## config.mk

```make
export PLATFORM = sky130hd
export DESIGN_NAME = alu_issue_ctrl
export DESIGN_NICKNAME = d
export VERILOG_FILES = /design/src/rtl/alu_pkg.sv /design/src/rtl/alu_decode.sv /design/src/rtl/alu_issue_ctrl.sv
export SDC_FILE = /design/constraint.sdc
export NUM_CORES = 1
export LEC_CHECK = 0
export ABC_AREA = 1
export BUFFER_PORTS_ARGS = -buffer_cell sky130_fd_sc_hd__clkbuf_2
export CORE_ASPECT_RATIO = 0.9
export CORE_MARGIN = 5
export CORE_UTILIZATION = 30
export CTS_CLUSTER_DIAMETER = 40
export DETAILED_ROUTE_END_ITERATION = 12
export GPL_TIMING_DRIVEN = 0
export HOLD_SLACK_MARGIN = 0.06
export PLACE_DENSITY = 0.6
export SLEW_MARGIN = 10
export SYNTH_ARGS = -nofsm -noshare
export SYNTH_HDL_FRONTEND = slang
export SYNTH_SLANG_ARGS = --single-unit
```

## constraint.sdc

```tcl
create_clock -name clk -period 5.5 [get_ports clk]
set_clock_uncertainty 0.2 [all_clocks]
set_input_delay 1.1 -clock clk [delete_from_list [all_inputs] [get_ports clk]]
set_output_delay 1.1 -clock clk [all_outputs]
set_load 0.01 [all_outputs]
```

## src/rtl/alu_pkg.sv

```systemverilog
// Shared ALU mode codes, RV32I opcodes, issue FSM states and decode record.
package alu_pkg;

    localparam logic [3:0] ALU_ADD  = 4'd0;
    localparam logic [3:0] ALU_SUB  = 4'd1;
    localparam logic [3:0] ALU_AND  = 4'd2;
    localparam logic [3:0] ALU_OR   = 4'd3;
    localparam logic [3:0] ALU_XOR  = 4'd4;
    localparam logic [3:0] ALU_SLL  = 4'd5;
    localparam logic [3:0] ALU_SRL  = 4'd6;
    localparam logic [3:0] ALU_SRA  = 4'd7;
    localparam logic [3:0] ALU_LTU  = 4'd8;
    localparam logic [3:0] ALU_GEU  = 4'd9;
    localparam logic [3:0] ALU_EQ   = 4'd10;
    localparam logic [3:0] ALU_NE   = 4'd11;
    localparam logic [3:0] ALU_LT   = 4'd12;
    localparam logic [3:0] ALU_GE   = 4'd13;
    localparam logic [3:0] ALU_IDLE = 4'hF;

    localparam logic [6:0] OPC_OP     = 7'b0110011;
    localparam logic [6:0] OPC_OPIMM  = 7'b0010011;
    localparam logic [6:0] OPC_LUI    = 7'b0110111;
    localparam logic [6:0] OPC_AUIPC  = 7'b0010111;
    localparam logic [6:0] OPC_LOAD   = 7'b0000011;
    localparam logic [6:0] OPC_STORE  = 7'b0100011;
    localparam logic [6:0] OPC_BRANCH = 7'b1100011;
    localparam logic [6:0] OPC_JAL    = 7'b1101111;
    localparam logic [6:0] OPC_JALR   = 7'b1100111;

    typedef enum logic [1:0] {ST_IDLE, ST_SETUP, ST_EXEC, ST_DONE} state_t;
    typedef enum logic [1:0] {A_RS1, A_PC, A_ZERO} a_sel_t;
    typedef enum logic [1:0] {B_RS2, B_IMM, B_FOUR} b_sel_t;

    typedef struct packed {
        logic [3:0] mode;
        a_sel_t     a_sel;
        b_sel_t     b_sel;
        logic       rd_we;
        logic       is_branch;
        logic       is_jump;
        logic       illegal;
    } dec_t;

    function automatic logic is_shift(input logic [3:0] mode);
        return (mode == ALU_SLL) || (mode == ALU_SRL) || (mode == ALU_SRA);
    endfunction

endpackage

```

## src/rtl/alu_decode.sv

```systemverilog
// Combinational RV32I field decode into ALU mode, operand selects and result flags.
module alu_decode
    import alu_pkg::*;
(
    input  logic [6:0] i_opcode,
    input  logic [2:0] i_funct3,
    input  logic       i_funct7_5,
    output dec_t       o_dec
);

    always_comb begin
        // NOTE: every field gets a default first so no path leaves a latch behind.
        o_dec.mode      = ALU_ADD;
        o_dec.a_sel     = A_RS1;
        o_dec.b_sel     = B_IMM;
        o_dec.rd_we     = 1'b0;
        o_dec.is_branch = 1'b0;
        o_dec.is_jump   = 1'b0;
        o_dec.illegal   = 1'b0;
        case (i_opcode)
            OPC_OP, OPC_OPIMM: begin
                o_dec.rd_we = 1'b1;
                if (i_opcode == OPC_OP) o_dec.b_sel = B_RS2;
                case (i_funct3)
                    3'b000:  o_dec.mode = (i_opcode == OPC_OP && i_funct7_5) ? ALU_SUB : ALU_ADD;
                    3'b001:  o_dec.mode = ALU_SLL;
                    3'b010:  o_dec.mode = ALU_LT;
                    3'b011:  o_dec.mode = ALU_LTU;
                    3'b100:  o_dec.mode = ALU_XOR;
                    3'b101:  o_dec.mode = i_funct7_5 ? ALU_SRA : ALU_SRL;
                    3'b110:  o_dec.mode = ALU_OR;
                    default: o_dec.mode = ALU_AND;
                endcase
            end
            OPC_LUI: begin
                o_dec.a_sel = A_ZERO;
                o_dec.rd_we = 1'b1;
            end
            OPC_AUIPC: begin
                o_dec.a_sel = A_PC;
                o_dec.rd_we = 1'b1;
            end
            OPC_LOAD:  o_dec.rd_we = 1'b1;
            OPC_STORE: o_dec.rd_we = 1'b0;
            OPC_BRANCH: begin
                o_dec.b_sel     = B_RS2;
                o_dec.is_branch = 1'b1;
                case (i_funct3)
                    3'b000:  o_dec.mode = ALU_EQ;
                    3'b001:  o_dec.mode = ALU_NE;
                    3'b100:  o_dec.mode = ALU_LT;
                    3'b101:  o_dec.mode = ALU_GE;
                    3'b110:  o_dec.mode = ALU_LTU;
                    3'b111:  o_dec.mode = ALU_GEU;
                    default: begin
                        o_dec.is_branch = 1'b0;
                        o_dec.illegal   = 1'b1;
                    end
                endcase
            end
            OPC_JAL: begin
                o_dec.a_sel   = A_PC;
                o_dec.b_sel   = B_FOUR;
                o_dec.rd_we   = 1'b1;
                o_dec.is_jump = 1'b1;
            end
            OPC_JALR: begin
                o_dec.rd_we   = 1'b1;
                o_dec.is_jump = 1'b1;
            end
            default: begin
                o_dec.a_sel   = A_ZERO;
                o_dec.illegal = 1'b1;
            end
        endcase
    end

endmodule

```

## src/rtl/alu_issue_ctrl.sv

```systemverilog
// Execute-stage ALU initiator: accept one instruction, set up operands, pulse the mode,
// capture the ALU result with branch/jump resolution and hold it until consumed.
module alu_issue_ctrl
    import alu_pkg::*;
#(
    parameter int         XLEN      = 32,
    parameter logic [3:0] IDLE_MODE = ALU_IDLE
) (
    input  logic            clk,
    input  logic            rst_n,
    input  logic            in_valid,
    output logic            in_ready,
    input  logic [6:0]      opcode,
    input  logic [2:0]      funct3,
    input  logic            funct7_5,
    input  logic [XLEN-1:0] pc,
    input  logic [XLEN-1:0] rs1_val,
    input  logic [XLEN-1:0] rs2_val,
    input  logic [XLEN-1:0] imm,
    output logic [XLEN-1:0] alu_a,
    output logic [XLEN-1:0] alu_b,
    output logic [3:0]      alu_mode,
    input  logic [XLEN-1:0] alu_x,
    input  logic            alu_zero,
    output logic            out_valid,
    input  logic            out_ready,
    output logic [XLEN-1:0] result,
    output logic            rd_we,
    output logic            br_taken,
    output logic [XLEN-1:0] br_target,
    output logic            illegal
);

    state_t          r_state;
    logic [3:0]      r_mode;
    logic            r_dec_rd_we, r_is_branch, r_is_jump, r_is_jalr, r_dec_illegal;
    logic [XLEN-1:0] r_pc, r_imm, r_alu_a, r_alu_b;
    logic [XLEN-1:0] r_result, r_br_target;
    logic            r_rd_we, r_br_taken, r_illegal;

    dec_t            w_dec;
    logic [XLEN-1:0] w_a, w_b_raw, w_b, w_pc_imm, w_pc_4;
    logic            w_unused;

    assign w_unused = alu_zero;

    alu_decode u_decode (
        .i_opcode   (opcode),
        .i_funct3   (funct3),
        .i_funct7_5 (funct7_5),
        .o_dec      (w_dec)
    );

    always_comb begin
        w_a = rs1_val;
        case (w_dec.a_sel)
            A_PC:    w_a = pc;
            A_ZERO:  w_a = '0;
            default: w_a = rs1_val;
        endcase
        w_b_raw = imm;
        case (w_dec.b_sel)
            B_RS2:   w_b_raw = rs2_val;
            B_FOUR:  w_b_raw = XLEN'(4);
            default: w_b_raw = imm;
        endcase
        w_b = is_shift(w_dec.mode) ? {{(XLEN-5){1'b0}}, w_b_raw[4:0]} : w_b_raw;
    end

    assign w_pc_imm = r_pc + r_imm;
    assign w_pc_4   = r_pc + XLEN'(4);

    // Mode stays idle through SETUP so the ALU sees an idle->mode edge on every instruction.
    assign alu_mode  = (r_state == ST_EXEC || r_state == ST_DONE) ? r_mode : IDLE_MODE;
    assign in_ready  = (r_state == ST_IDLE);
    assign out_valid = (r_state == ST_DONE);
    assign alu_a     = r_alu_a;
    assign alu_b     = r_alu_b;
    assign result    = r_result;
    assign rd_we     = r_rd_we;
    assign br_taken  = r_br_taken;
    assign br_target = r_br_target;
    assign illegal   = r_illegal;

    // NOTE: state is updated with non-blocking assignments so every register samples pre-edge values.
    always_ff @(posedge clk or negedge rst_n) begin
        if (!rst_n) begin
            r_state       <= ST_IDLE;
            r_mode        <= IDLE_MODE;
            r_dec_rd_we   <= 1'b0;
            r_is_branch   <= 1'b0;
            r_is_jump     <= 1'b0;
            r_is_jalr     <= 1'b0;
            r_dec_illegal <= 1'b0;
            r_pc          <= '0;
            r_imm         <= '0;
            r_alu_a       <= '0;
            r_alu_b       <= '0;
            r_result      <= '0;
            r_br_target   <= '0;
            r_rd_we       <= 1'b0;
            r_br_taken    <= 1'b0;
            r_illegal     <= 1'b0;
        end else begin
            case (r_state)
                ST_IDLE: begin
                    if (in_valid) begin
                        r_mode        <= w_dec.mode;
                        r_dec_rd_we   <= w_dec.rd_we;
                        r_is_branch   <= w_dec.is_branch;
                        r_is_jump     <= w_dec.is_jump;
                        r_is_jalr     <= (opcode == OPC_JALR);
                        r_dec_illegal <= w_dec.illegal;
                        r_pc          <= pc;
                        r_imm         <= imm;
                        r_alu_a       <= w_a;
                        r_alu_b       <= w_b;
                        r_state       <= ST_SETUP;
                    end
                end
                ST_SETUP: r_state <= ST_EXEC;
                ST_EXEC: begin
                    r_illegal <= r_dec_illegal;
                    if (r_dec_illegal) begin
                        r_result    <= '0;
                        r_rd_we     <= 1'b0;
                        r_br_taken  <= 1'b0;
                        r_br_target <= '0;
                    end else if (r_is_jump) begin
                        r_result    <= w_pc_4;
                        r_rd_we     <= 1'b1;
                        r_br_taken  <= 1'b1;
                        r_br_target <= r_is_jalr ? (alu_x & ~XLEN'(1)) : w_pc_imm;
                    end else if (r_is_branch) begin
                        r_result    <= alu_x;
                        r_rd_we     <= 1'b0;
                        r_br_taken  <= alu_x[0];
                        r_br_target <= w_pc_imm;
                    end else begin
                        r_result    <= alu_x;
                        r_rd_we     <= r_dec_rd_we;
                        r_br_taken  <= 1'b0;
                        r_br_target <= '0;
                    end
                    r_state <= ST_DONE;
                end
                default: begin
                    if (out_ready) r_state <= ST_IDLE;
                end
            endcase
        end
    end

endmodule

```

[Yosys cells after proc, flatten, opt, wreduce, memory -nomap -nowiden]
Cells that the tools add are included.
Word-level totals
  bits in registers: 206
  output and inout port bits: 137
  bits of input ports: 176
  logic and storage cells: 94
Cells by class
  multiplexer cells: 33
  equal/unequal tests: 26
  $add $sub $neg: 2
  reductions and logical operators: 17
Operators with widths (number)
  2-to-1 mux 32 bit: 7
  case mux 32 bit (2 select lines): 2
  adder 32 x 3 -> 32 bit (second input constant): 1
  adder 32 bit: 1
  case mux 4 bit (7 select lines): 1
  case mux 4 bit (6 select lines): 1
  equality test 7 x 6 -> 1 bit (second input constant): 3
  equality test 7 bit (second input constant): 3
  equality test 7 x 5 -> 1 bit (second input constant): 2
  2-to-1 mux 1 bit: 14
  equality test 3 bit (second input constant): 4
  equality test 4 x 3 -> 1 bit (second input constant): 3
  case mux 2 bit (3 select lines): 2
  OR reduction 6 bit: 2
  equality test 2 bit (second input constant): 4
  case mux 4 bit (2 select lines): 1
  OR reduction 8 bit: 1
  equality test 7 x 2 -> 1 bit (second input constant): 1
  OR reduction 7 bit: 1
  equality test 3 x 2 -> 1 bit (second input constant): 2
  OR reduction 2 bit: 3
  equality test 2 x 1 -> 1 bit (second input constant): 2
  zero test 2 bit: 2
  2-to-1 mux 2 bit: 2
  10 further kinds: 13

[Logic depth before layout (Yosys ltp)]
Gate-level depths: netlist (run 1).
  word-level depth: 9
  mapped depth: 16
  mapped depth without buffers: 16

[Hierarchy]
From an unflattened synthesis (run 1), not the netlist that was laid out.
Unflattened totals
  cells, all modules: 1645
  area total of the unflattened synthesis: 11946.5 um^2
By module, submodules not included
  alu_issue_ctrl: seq. area each 5159.9 um^2, area each 11604.9 um^2, times used 1, cells each 1572
  alu_decode: seq. area each 0.0 um^2, area each 341.6 um^2, times used 1, cells each 73

[Least setup slack after synthesis (run 1)]
Ideal clock, no wire load.
  path type: input port to flip-flop
  start: input opcode[1]
  end: register r_alu_b[16] (netlist: alu_b[16])
  required time: 5.184 ns
  arrival: 2.225 ns
  setup time: 0.116 ns
  cell stages on the path: 12
  path buffers: 1
  slack: 2.959 ns
  path through: nand2_1 > inv_2 > nand3_2 > nor2_4 > nand2_2 > o31ai_1 > nand2_1 > nand3_1 > nand2_4 > buf_6 > nand2_1 > nand2_1
On the way
  cells in the longest elaborated chain, start to end: 9
  elaborated cells between the ends (all ways): 20
  classes of those cells: 8 x eq/ne; 7 x mux; 5 x reduce/logical
Ends and longest elaborated chain
  start, declared: RTL line alu_issue_ctrl.sv:13  | input logic [6:0] opcode,
  equality test 7 x 6 -> 1 bit: RTL line alu_decode.sv:20, alu_decode.sv:23, alu_decode.sv:25
  logical AND 1 bit: RTL line alu_decode.sv:25  | 3'b000: o_dec.mode = (i_opcode == OPC_OP && i_funct7_5) ? ALU_SUB : ALU_ADD;
  2-to-1 mux 1 bit: RTL line alu_decode.sv:25
  case mux 4 bit (7 select lines): RTL line alu_decode.sv:24  | case (i_funct3)
  case mux 4 bit (2 select lines): RTL line alu_decode.sv:20  | case (i_opcode)
  equality test 4 x 3 -> 1 bit: RTL line alu_pkg.sv:45  | return (mode == ALU_SLL) || (mode == ALU_SRL) || (mode == ALU_SRA);
  logical OR 1 bit (2 in series): RTL line alu_pkg.sv:45
  2-to-1 mux 32 bit *: RTL line alu_issue_ctrl.sv:67  | w_b = is_shift(w_dec.mode) ? {{(XLEN-5){1'b0}}, w_b_raw[4:0]} : w_b_raw;
  end signal, assigned: RTL line alu_issue_ctrl.sv:117  | r_alu_b <= w_b;
  end, declared: RTL line alu_issue_ctrl.sv:37  | logic [XLEN-1:0] r_pc, r_imm, r_alu_a, r_alu_b;
Mark *: on every way between the ends. The rest lies on a longest branch, timed or not.
A chain may end at the register's enable or synchronous reset.

[Final worst setup path (run 1)]
  start: register r_state[0]
  end: output alu_mode[2]
On the way
  cells in the longest elaborated chain, start to end: 3
  elaborated cells between the ends (all ways): 4
  classes of those cells: 2 x eq/ne; 1 x mux; 1 x reduce/logical
Ends and longest elaborated chain
  start, declared: RTL line alu_issue_ctrl.sv:34  | state_t r_state;
  start signal, assigned: RTL line alu_issue_ctrl.sv:88  | r_state <= ST_IDLE;
  start signal, assigned: RTL line alu_issue_ctrl.sv:118  | r_state <= ST_SETUP;
  start signal, assigned: RTL line alu_issue_ctrl.sv:121  | ST_SETUP: r_state <= ST_EXEC;
  equality test 2 bit: RTL line alu_issue_ctrl.sv:74  | assign alu_mode = (r_state == ST_EXEC || r_state == ST_DONE) ? r_mode : IDLE_MODE;
  logical OR 1 bit *: RTL line alu_issue_ctrl.sv:74
  2-to-1 mux 4 bit *: RTL line alu_issue_ctrl.sv:74
  end, declared: RTL line alu_issue_ctrl.sv:22  | output logic [3:0] alu_mode,
Marked as above.

==> metrics.md, run 1 <==
| Metric | Value |
|---|---|
| Final clock period utilization by the worst path | between 50% and 60% |
| Hold Vio Cnt, Final | 0 |
| R2R Path Start | r_state[0]$_DFFE_PN0P_ |
| H-tree levels | 2 |
| Cell area after synthesis | approximately 12000 um2 |
| Vias/cell | ~5 |
| Cell taking the most area after synthesis | dfrtp_1 |
| Vias in the first global route | between 10000 and 15000 |
| Final min period | 3.05 ns |
| Nets | roughly 2200 |
| Layout cell share with drive strength beyond 1 | between 20% and 30% |
| Sw Ratio | 46.1% |
| Peak Freq | about 330 MHz |
| Internal power | between 5000 and 6000 uW |
| Logic gate share of total power | 46.1% |
| Clk root buf | clkbuf_16 |
| # DRC | 0 |
| CP max FO | 6 |
| CTS clk-pin slew, worst paths | about 0.06 ns |
| Post-Layout Cell Count | roughly 2600 |
| Post-synth EDFFs | 0 |
| Top-Level Pins | about 310 |
| Post-DP Area | about 14000 um2 |
| Worst EP required | about 4.2 ns |
| # Post-CTS Setup Buffers | 0 |
| Die height | roughly 200 um |
| Hold Buf Count CTS | 0 |
| Setup crit start kind | flip-flop |
| Async SR Flop Fraction | 100% |
| Rows | slightly below 70 |
| Largest cells by area after synthesis | dfrtp_1 (42%), nand2_1 (18%), nand3_1 (5.8%) |
| Die footprint | 44000 um2 |
| Top-count cell post-synth | nand2_1 |
| Synth Flop Type | dfrtp_1 |
| DR vias | 12800 |
| Most common library cells after synthesis | nand2_1 (585), dfrtp_1 (202), nand3_1 (138) |
| Worst stage delay on the critical path | 0.38 ns |
| Sequential power share | ~30% |
| Worst path slowest cell | dfrtp_1 |
| Outcome | finished clean |
| Final setup viols | 0 |
| CTS Sinks | around 210 |
| # diodes | 0 |
| CTS tree | built |
| GRT overflow | 0 |
| Slew headroom | roughly half |
| DR WL/cell | approximately 20 um |
| RSZ-0062 raised after global routing | no |
| Slew Limit Fails | 0 |
| Resize count post-CTS | 0 |
| Sequential area share after synthesis | 43.1% |
| Die span in x | between 200 and 250 um |
| Critical path launch point | r_state[0]$_DFFE_PN0P_ |
| Core area | 39500 um2 |
| Worst reg-to-reg path cell count | 8 |
| PwrDens | just over 600 nW/um2 |
| Capture point of the critical path | alu_mode[2] |
| Fin area | about 16000 um2 |
| Pin count of the biggest net entering global routing | between 80 and 90 |
| Hold Crit Class | flip-flop to flip-flop |
| Gr usage total | 22.9% |
| Wirelength, routed | slightly above 50000 um |
| Clk buf depth | 3 |
| Drt first-iter violations | roughly 1000 |
| Critical path endpoint category | primary output |
| Clock power share | 24.7% |
| Max IR drop VDD | between 200 and 300 uV |
| Placer Congestion | ~0.96 |
| Total negative slack | 0 ns |
| Post-synth net total | between 1500 and 2000 |
| Worst skew pair latency | ~0.55 ns |
| Reg-to-reg slack, setup | around 2.6 ns |
| Max-cap violations | 0 |
| Leak Pwr | approximately 0.0082 uW |
| Cells after Synth | ~1700 |
| Crit Path Category | flip-flop to primary output |
| Worst EP arrival | approximately 1.8 ns |
| Yosys reg bits | 206 |
| P_sw | between 4000 and 5000 uW |
| Reg-to-reg endpoint | alu_b[2]$_DFFE_PN0P_ |
| Initial core utilization | 30.3% |
| Worst slew pin tran | roughly 0.75 ns |
| Number of CTS-inserted buffers | 39 |
| Mean Syn Cell Area | between 7 and 8 um2 |
| P&R area growth vs syn | 29.9% |
| First-pass GRT wire length | roughly 77000 um |
| CP Cell Sequence | inv_1, ha_1, o21ai_0, clkbuf_2 |
| Hpwl dp | 41800 um |
| ANT nets after route | 0 |
| YS warnings | 0 |
| Initial antenna violation count | 1 |
| Synth cell types | 50 |
| Synth top area share | 42.2% |
| IO buf count | just over 300 |
| DP Cell Count | between 2000 and 2500 |
| DR pass1 iterations | 5 |
cells by family (layout without fill, tap and decap cells):
| logic type | count (synthesis) | after routing | synth area share [%] |
|---|---|---|---|
| DFF | 206 | 206 | 43.1 |
| xor gates and xnor gates | 20 | 20 | 1.46 |
| AOI/OAI and AO/OA | 292 | 292 | 13.5 |
| adders and majority gates | 36 | 36 | 3.83 |
| buffers and inverters | 197 | 582 | 6.85 |
| and+or+nand+nor | 900 | 900 | 31.2 |
layer usage:
layer / track usage (%) / vias up / part of all wire [%]
li1: - / 6133 / -
met1: 33.7 / 6021 / 47
met2: 34.4 / 531 / 42
met3: 5.32 / 67 / 9.0
met4: 5.31 / 2 / 1.8
met5: 0 / - / 0.025
state kept, by name (all words and copies together) (netlist names), 2 cells and up:
name,flops
br_target,32
r_pc,32
r_mode,4
r_state,2
alu_a,32
result,32
alu_b,32
r_imm,32
worst min-delay path by stage:
stage | startpoint | depth (start not counted) | to
floorplan | r_imm[2]$_DFFE_PN0P_ | 2 | r_imm[2]$_DFFE_PN0P_
global placement | alu_b[13]$_DFFE_PN0P_ | 2 | alu_b[13]$_DFFE_PN0P_
detailed placement | alu_b[13]$_DFFE_PN0P_ | 2 | alu_b[13]$_DFFE_PN0P_
CTS | alu_b[25]$_DFFE_PN0P_ | 2 | alu_b[25]$_DFFE_PN0P_
global route | alu_b[25]$_DFFE_PN0P_ | 2 | alu_b[25]$_DFFE_PN0P_
finish | br_target[30]$_DFFE_PN0P_ | 2 | br_target[30]$_DFFE_PN0P_
critical path, delay by kind of cell, from the launching register on:
kind | cells | cell delay (ns)
buffers and inverters | 2 | 0.25
AOI/OAI and AO/OA | 1 | 0.18
DFF | 1 | 0.38
adders and majority gates | 1 | 0.38
power by group through the flow:
stage                     combinational (uW)  clock [uW]  sequential, uW
final                                   4380        2350            2770
after global routing                    4900        2460            2830
after CTS                               4350        2390            2760
after detailed placement                4330           0            2770
after global placement                  4290           0            2760
after floorplan                         2570           0            2720
cell usage in the layout (no fill, tap or decap), types with 3 or more instances in the layout:
| cell type | synthesis | layout |
|---|---|---|
| a22o_1 | 3 | 3 |
| ha_1 | 35 | 35 |
| dfstp_2 | 4 | 4 |
| clkbuf_2 | 0 | 310 |
| nor2_2 | 3 | 3 |
| a21oi_1 | 105 | 105 |
| nor2_4 | 3 | 3 |
| o21bai_1 | 9 | 9 |
| nand4_1 | 9 | 9 |
| dfrtp_1 | 202 | 202 |
| inv_2 | 5 | 5 |
| nand2_1 | 585 | 585 |
| o21a_1 | 5 | 5 |
| xnor2_1 | 6 | 6 |
| clkinv_4 | 0 | 4 |
| a32o_1 | 3 | 3 |
| a21o_1 | 6 | 6 |
| nor2_1 | 112 | 112 |
| inv_6 | 0 | 5 |
| clkbuf_8 | 4 | 10 |
| nand2_2 | 5 | 5 |
| clkinv_2 | 0 | 7 |
| or2_2 | 5 | 5 |
| nand3_1 | 138 | 138 |
| xor2_1 | 14 | 14 |
| inv_8 | 0 | 3 |
| buf_2 | 17 | 17 |
| inv_1 | 122 | 122 |
| nor3_1 | 24 | 24 |
| o21ai_0 | 128 | 128 |
| clkbuf_16 | 0 | 40 |
| clkbuf_1 | 43 | 46 |
| clkinvlp_4 | 0 | 3 |
| o211ai_1 | 15 | 15 |
| nor4_1 | 5 | 5 |
| o21ai_1 | 5 | 5 |
final cells by class:
class / count / area (um2)
well taps: 532 / 666
flip-flops and latches: 206 / 5160
clock inverters: 24 / 216
clock buffers: 48 / 1080
repair buffers: 313 / 1620
fillers: 4209 / 23900
multi-input cells: 1248 / 5990
plain buffers: 69 / 339
inverters: 128 / 480
through the flow:
step | utilization [%] | hold WS [ns] | total power, uW | setup slack, ns
after floorplan | - | 0.253 | 5290 | 2.96
after global placement | 36.0 | 0.262 | 7050 | -1.05
after detailed placement | 36.1 | 0.267 | 7100 | 2.14
after CTS | 39.4 | 0.281 | 9510 | 2.39
after global routing | 39.4 | 0.289 | 10200 | 2.34
final | 39.4 | 0.279 | 9500 | 2.45
(Power assumes the default switching activity.)
==> run 2, diff against run 1 <==
==> constraint.sdc (replaced) <==
create_clock -name clk -period 3.2 [get_ports clk]
set_clock_uncertainty 0.2 [all_clocks]
set_input_delay 0.64 -clock clk [delete_from_list [all_inputs] [get_ports clk]]
set_output_delay 0.64 -clock clk [all_outputs]
set_load 0.01 [all_outputs]
==> metrics.md, run 2 (synthesis results as in run 1) <==
| Metric | Value |
|---|---|
| Slew Limit Fails | 0 |
| First-pass GRT wire length | 76600 um |
| DR vias | around 13000 |
| Top Family by Delay on Critical Path | buffers and inverters |
| Outcome | finished clean |
| Multi-input gate area | about 6000 um2 |
| Critical path endpoint category | flip-flop |
| Final setup viols | 0 |
| Routed wl met2 | about 22000 um |
| Leak Pwr | a little over 0.008 uW |
| # diodes | 0 |
| Worst stage delay on the critical path | about 0.54 ns |
| Fillers | 4208 |
| P&R area growth vs syn | 30.0% |
| Final clock period utilization by the worst path | 92.4% |
| GRT overflow | 0 |
| Initial antenna violation count | 1 |
| Top layer in use | met5 |
| Worst slew pin tran | between 0.7 and 0.8 ns |
| Gr usage total | approximately 23% |
| Worst skew pair latency | roughly 0.55 ns |
| RSZ-0062 raised after global routing | no |
| Crit Path Category | flip-flop to flip-flop |
| Max-cap violations | 0 |
| Die height | 199 um |
| DR pass1 iterations | 5 |
| Pre-CTS setup slack | between 0.2 and 0.3 ns |
| Die footprint | between 40000 and 50000 um2 |
| CP max FO | 10 |
| Total negative slack | 0 ns |
| Critical path launch point | r_state[0]$_DFFE_PN0P_ |
| Sw Ratio | 46.1% |
| Peak Freq | approximately 340 MHz |
| Clk buf depth | 3 |
| Rows | between 60 and 70 |
| Post-DP Area | 14300 um2 |
| Pin count of the biggest net entering global routing | 85 |
| Core area | between 30000 and 40000 um2 |
| CTS Sinks | 206 |
| # DRC | 0 |
| Hold Crit Class | primary input to flip-flop |
| Worst EP arrival | 3.24 ns |
| Hold Vio Cnt, Final | 0 |
| Sequential Area | roughly 5200 um2 |
| DR WL/cell | a little under 20 um |
| Clock power share | ~25% |
| Most frequent cells in the layout | nand2_1 (585), clkbuf_2 (310), dfrtp_1 (202) |
| Internal power | 8800 uW |
| H-tree levels | 2 |
| Post-layout util | 39.4% |
| CP Cell Sequence | inv_1, ha_1, nand2_1, inv_1, clkbuf_1, clkbuf_1, o221ai_1, nand2_1 |
| Die span in x | between 200 and 250 um |
| Worst EP required | 3.48 ns |
| Routed met3 length | between 4000 and 5000 um |
| Vias in the first global route | between 10000 and 15000 |
| Initial core utilization | 30.3% |
| R2R Path Start | r_state[0]$_DFFE_PN0P_ |
| Hpwl dp | 41800 um |
| IO buf count | 311 |
| CTS tree | built |
| Startpoint of the worst hold path | imm[14] |
| # Post-CTS Setup Buffers | 0 |
| Drt first-iter violations | between 1000 and 1500 |
| Pwr Total | between 15000 and 20000 uW |
| Bufs and invs on worst path | 4 |
| Slew headroom | roughly half |
| PwrDens | 1050 nW/um2 |
| Nets | about 2200 |
| Number of CTS-inserted buffers | 39 |
| ANT nets after route | 0 |
| Fin area | between 15000 and 20000 um2 |
| Max IR drop VDD | about 480 uV |
| Final min period | around 3.0 ns |
| Setup crit start kind | flip-flop |
| CTS clk-pin slew, worst paths | around 0.060 ns |
| Placer Congestion | 0.955 |
| P_sw | between 7000 and 8000 uW |
| Top-Level Pins | between 300 and 400 |
| Vias/cell | ~5.0 |
| M1 WL | about 24000 um |
| Most common cell after layout, fill and taps aside | nand2_1 |
| Setup ws final | around 0.24 ns |
| Sequential power share | between 20% and 30% |
| Clk root buf | clkbuf_16 |
| Logic gate share of total power | 46.1% |
| Layout cell share with drive strength beyond 1 | between 20% and 30% |
| Worst path slowest cell | clkbuf_1 |
| Wirelength, routed | about 51000 um |
run 2: cell types whose count changed in the layout (fill, tap and decap cells not counted):
cell,previous run,this run
dlygate4sd3_1,0,1
run 2: power by group through the flow:
stage	sequential (uW)	clock [uW]	combinational, uW
after global routing	4870	4230	8420
after CTS	4750	4110	7480
final	4760	4040	7530
after floorplan	4670	0	4410
after global placement	4750	0	7370
after detailed placement	4770	0	7440
run 2: path summary, 6_finish.rpt:
kind                                              end  slack, ns  depth (start not counted)
worst min-delay path            r_imm[14]$_DFFE_PN0P_       0.11                          3
worst max-delay path             alu_b[2]$_DFFE_PN0P_       0.24                          8
max in group asynchronous       r_mode[0]$_DFFE_PN1P_       1.22                          4
worst max register to register   alu_b[2]$_DFFE_PN0P_       0.24                          8
min in group asynchronous        br_taken$_DFFE_PN0P_       0.42                          2
worst min register to register  alu_b[25]$_DFFE_PN0P_       0.28                          2
run 2: metal layers:
metal	track usage (%)	vias to the layer above
met2	34.4	541
li1	-	6138
met3	5.30	71
met1	33.7	6031
met5	0	-
met4	5.31	2
run 2: worst min-delay path: stages:
cell and delay, ns:
clkbuf_2 0.08, nand2_1 0.05, nand2_1 0.05
run 2: cell type report:
cell class	instances	area share [%]
multi-input combinational	1248	38.5
sequential	206	33.2
timing repair buffer	314	10.5
clock buffer	48	6.95
tap	532	4.28
inverter	128	3.09
buffer	69	2.18
clock inverter	24	1.39
run 2: stage by stage:
step | instances | hold slack, ns
after global placement | 2494 | 0.262
after global routing | 2569 | 0.108
after detailed placement | 2496 | 0.267
after CTS | 2569 | 0.0716
after floorplan | 1651 | 0.144
final | 2569 | 0.108
run 2: timing repair:
item | in CTS | in global routing
hold buffers | 1 | 0
resized for setup | 0 | 0
hold endpoints to repair | 53 | 0
==> run 3, diff against run 2 <==
--- a/config.mk
+++ b/config.mk
@@ -18,4 +18,5 @@
 export SLEW_MARGIN = 10
 export SYNTH_ARGS = -nofsm -noshare
 export SYNTH_HDL_FRONTEND = slang
+export SYNTH_HIERARCHICAL = 1
 export SYNTH_SLANG_ARGS = --single-unit
==> metrics.md, run 3 <==
| Metric | Value |
|---|---|
| Bufs and invs on worst path | 6 |
| Most common library cells after synthesis | nand2_1 (576), dfrtp_1 (202), inv_1 (145) |
| Largest cells by area after synthesis | dfrtp_1 (42%), nand2_1 (18%), o21ai_0 (4.8%) |
| Mean Syn Cell Area | 7.26 um2 |
| CP max FO | 10 |
| # DRC | 0 |
| Vias in the first global route | roughly 12000 |
| First-pass GRT wire length | approximately 73000 um |
| CTS Sinks | approximately 210 |
| Fin area | 15400 um2 |
| Drt first-iter violations | 1150 |
| CTS tree | built |
| Worst EP arrival | 2.96 ns |
| Synth cell types | 44 |
| Die height | 199 um |
| IO buf count | roughly 310 |
| Number of CTS-inserted buffers | 34 |
| DR vias | between 10000 and 15000 |
| Placer Congestion | around 1 |
| Die span in x | 220 um |
| Top Family by Delay on Critical Path | buffers and inverters |
| Cell area after synthesis | 11900 um2 |
| Wirelength, routed | between 40000 and 50000 um |
| Synth top area share | a little over two fifths |
| Total negative slack | 0 ns |
| Max IR drop VDD | approximately 410 uV |
| Yosys reg bits | 206 |
| CTS clk-pin slew, worst paths | ~0.05 ns |
| H-tree levels | 2 |
| Vias/cell | 4.99 |
| Die footprint | about 44000 um2 |
| Clk buf depth | 3 |
| Top-count cell post-synth | nand2_1 |
| Worst skew pair latency | just over 0.5 ns |
| RSZ-0062 raised after global routing | no |
| Cells after Synth | 1645 |
| Outcome | finished clean |
| Pin count of the biggest net entering global routing | 100 |
| Crit path top cell by count | inv_1 |
| Hpwl dp | between 40000 and 50000 um |
| Top-Level Pins | 313 |
| Setup crit start kind | primary input |
| Critical path endpoint category | flip-flop |
| # diodes | 0 |
| Post-DP Area | between 10000 and 15000 um2 |
| GRT overflow | 0 |
| Clk root buf | clkbuf_16 |
| Hold Crit Class | primary input to flip-flop |
| Initial antenna violation count | 1 |
| Cell taking the most area after synthesis | dfrtp_1 |
| Most frequent cells in the layout | nand2_1 (576), clkbuf_2 (310), dfrtp_1 (202) |
| Post-synth net total | 1858 |
| Final setup viols | 0 |
| Hold Vio Cnt, Final | 0 |
| Slew headroom | approximately half |
| P&R area growth vs syn | 28.8% |
| Worst path slowest cell | buf_1 |
| Post-synth EDFFs | 0 |
| Async SR Flop Fraction | 100% |
| Sequential area share after synthesis | a little over two fifths |
| Gr usage total | a little over a fifth |
| Final clock period utilization by the worst path | slightly below 90% |
| # Post-CTS Setup Buffers | 0 |
| Layout cell share with drive strength beyond 1 | 20.2% |
| Nets | 2208 |
| Synth Flop Type | dfrtp_1 |
| Worst slew pin tran | approximately 0.76 ns |
| CP Cell Sequence | clkbuf_2, inv_1, nand2_1, nor2_1, o21ai_0, o21ai_0, nor2_1, inv_1, ha_1, clkbuf_1, inv_1, nand2_1, buf_1, o22ai_1 |
| PwrDens | 1020 nW/um2 |
| ANT nets after route | 0 |
| Rows | 69 |
| YS warnings | 6 |
| Leak Pwr | 0.00815 uW |
| Initial core utilization | ~30% |
| DR pass1 iterations | 5 |
| Slew Limit Fails | 0 |
| Worst EP required | roughly 3.4 ns |
| Core area | 39500 um2 |
| Worst stage delay on the critical path | 0.41 ns |
| Max-cap violations | 0 |
| Fillers | approximately 4200 |
| Crit Path Category | primary input to flip-flop |
| Peak Freq | about 360 MHz |
| DR WL/cell | just under 20 um |
| Final min period | 2.80 ns |
| Most common cell after layout, fill and taps aside | nand2_1 |
==> run 3: changes by cell type after synthesis, sizes merged, moves of 7 or more <==
cell and delta:
o21ai -10, buf -7, nand3 -77, a22oi +27, inv +26, nand2 -8, nor2 +15, o22ai +32
nor3 -7
==> run 3: path summary, 6_finish.rpt <==
kind                       depth (start not counted)                        end                   from  slack (ns)
max                                               14      alu_a[18]$_DFFE_PN0P_              opcode[6]        0.40
min                                                3       r_imm[0]$_DFFE_PN0P_                 imm[0]        0.17
max reg2reg                                       13  br_target[18]$_DFFE_PN0P_    r_pc[0]$_DFFE_PN0P_        0.42
min reg2reg                                        2      r_mode[1]$_DFFE_PN1P_  r_mode[1]$_DFFE_PN1P_        0.27
max in group asynchronous                          4      r_is_jalr$_DFFE_PN0P_                  rst_n        1.12
min in group asynchronous                          2   br_target[5]$_DFFE_PN0P_                  rst_n        0.45
==> run 3: stage by stage <==
step | power [uW] | hold slack [ns] | util, % | cells | setup slack (ns)
after floorplan | 8810 | 0.144 | - | 1645 | 0.642
after global placement | 11800 | 0.256 | 35.9 | 2488 | -2.83
after detailed placement | 11900 | 0.260 | 36.1 | 2490 | -0.0514
after CTS | 15600 | 0.146 | 39.0 | 2551 | 0.427
after global routing | 16800 | 0.166 | 39.0 | 2551 | 0.205
final | 15700 | 0.169 | 39.0 | 2551 | 0.399
==> run 3: where the power goes <==
group          switching [uW]  internal (uW)  total, uW
logic                    4870           2440       7310
registers                1060           3630       4680
clock network            1390           2300       3690
total                    7310           8360      15700
==> run 3: cells by family (layout without fill, tap and decap cells) <==
logic type                 count (synthesis)  in the layout  synth area share [%]
AOI/OAI and AO/OA                        335            335                  16.1
DFF                                      206            206                  43.2
and+or+nand+nor                          826            826                  28.2
buffers and inverters                    219            593                  6.92
adders and majority gates                 37             37                  3.94
xor gates and xnor gates                  22             22                  1.61
==> run 3: what timing repair did <==
| action | in CTS | in global routing |
|---|---|---|
| gates resized for setup | 0 | 0 |
| hold endpoints to repair | 51 | 0 |
| hold buffers | 1 | 0 |
==> run 3: layer usage <==
layer	GRT usage, %	vias to the layer above	routed length (um)
met5	0	-	0
met4	4.74	0	938
met3	4.94	70	4380
met2	32.6	570	20700
met1	32.3	5982	23100
li1	-	6101	-
==> run 3: final cells by class <==
cell class | instances | area, um2 | share of cell area, %
clock buffer | 40 | 935 | 6.07
tap | 532 | 666 | 4.32
buffer | 66 | 253 | 1.64
sequential | 206 | 5160 | 33.5
multi-input combinational | 1220 | 5960 | 38.7
timing repair buffer | 314 | 1630 | 10.6
inverter | 153 | 574 | 3.73
clock inverter | 20 | 215 | 1.40
==> run 3: tightest hold or removal path: cells and delay by family <==
kind	cells	cell delay (ns)
buffers and inverters	1	0.09
AND/OR/NAND/NOR	2	0.12
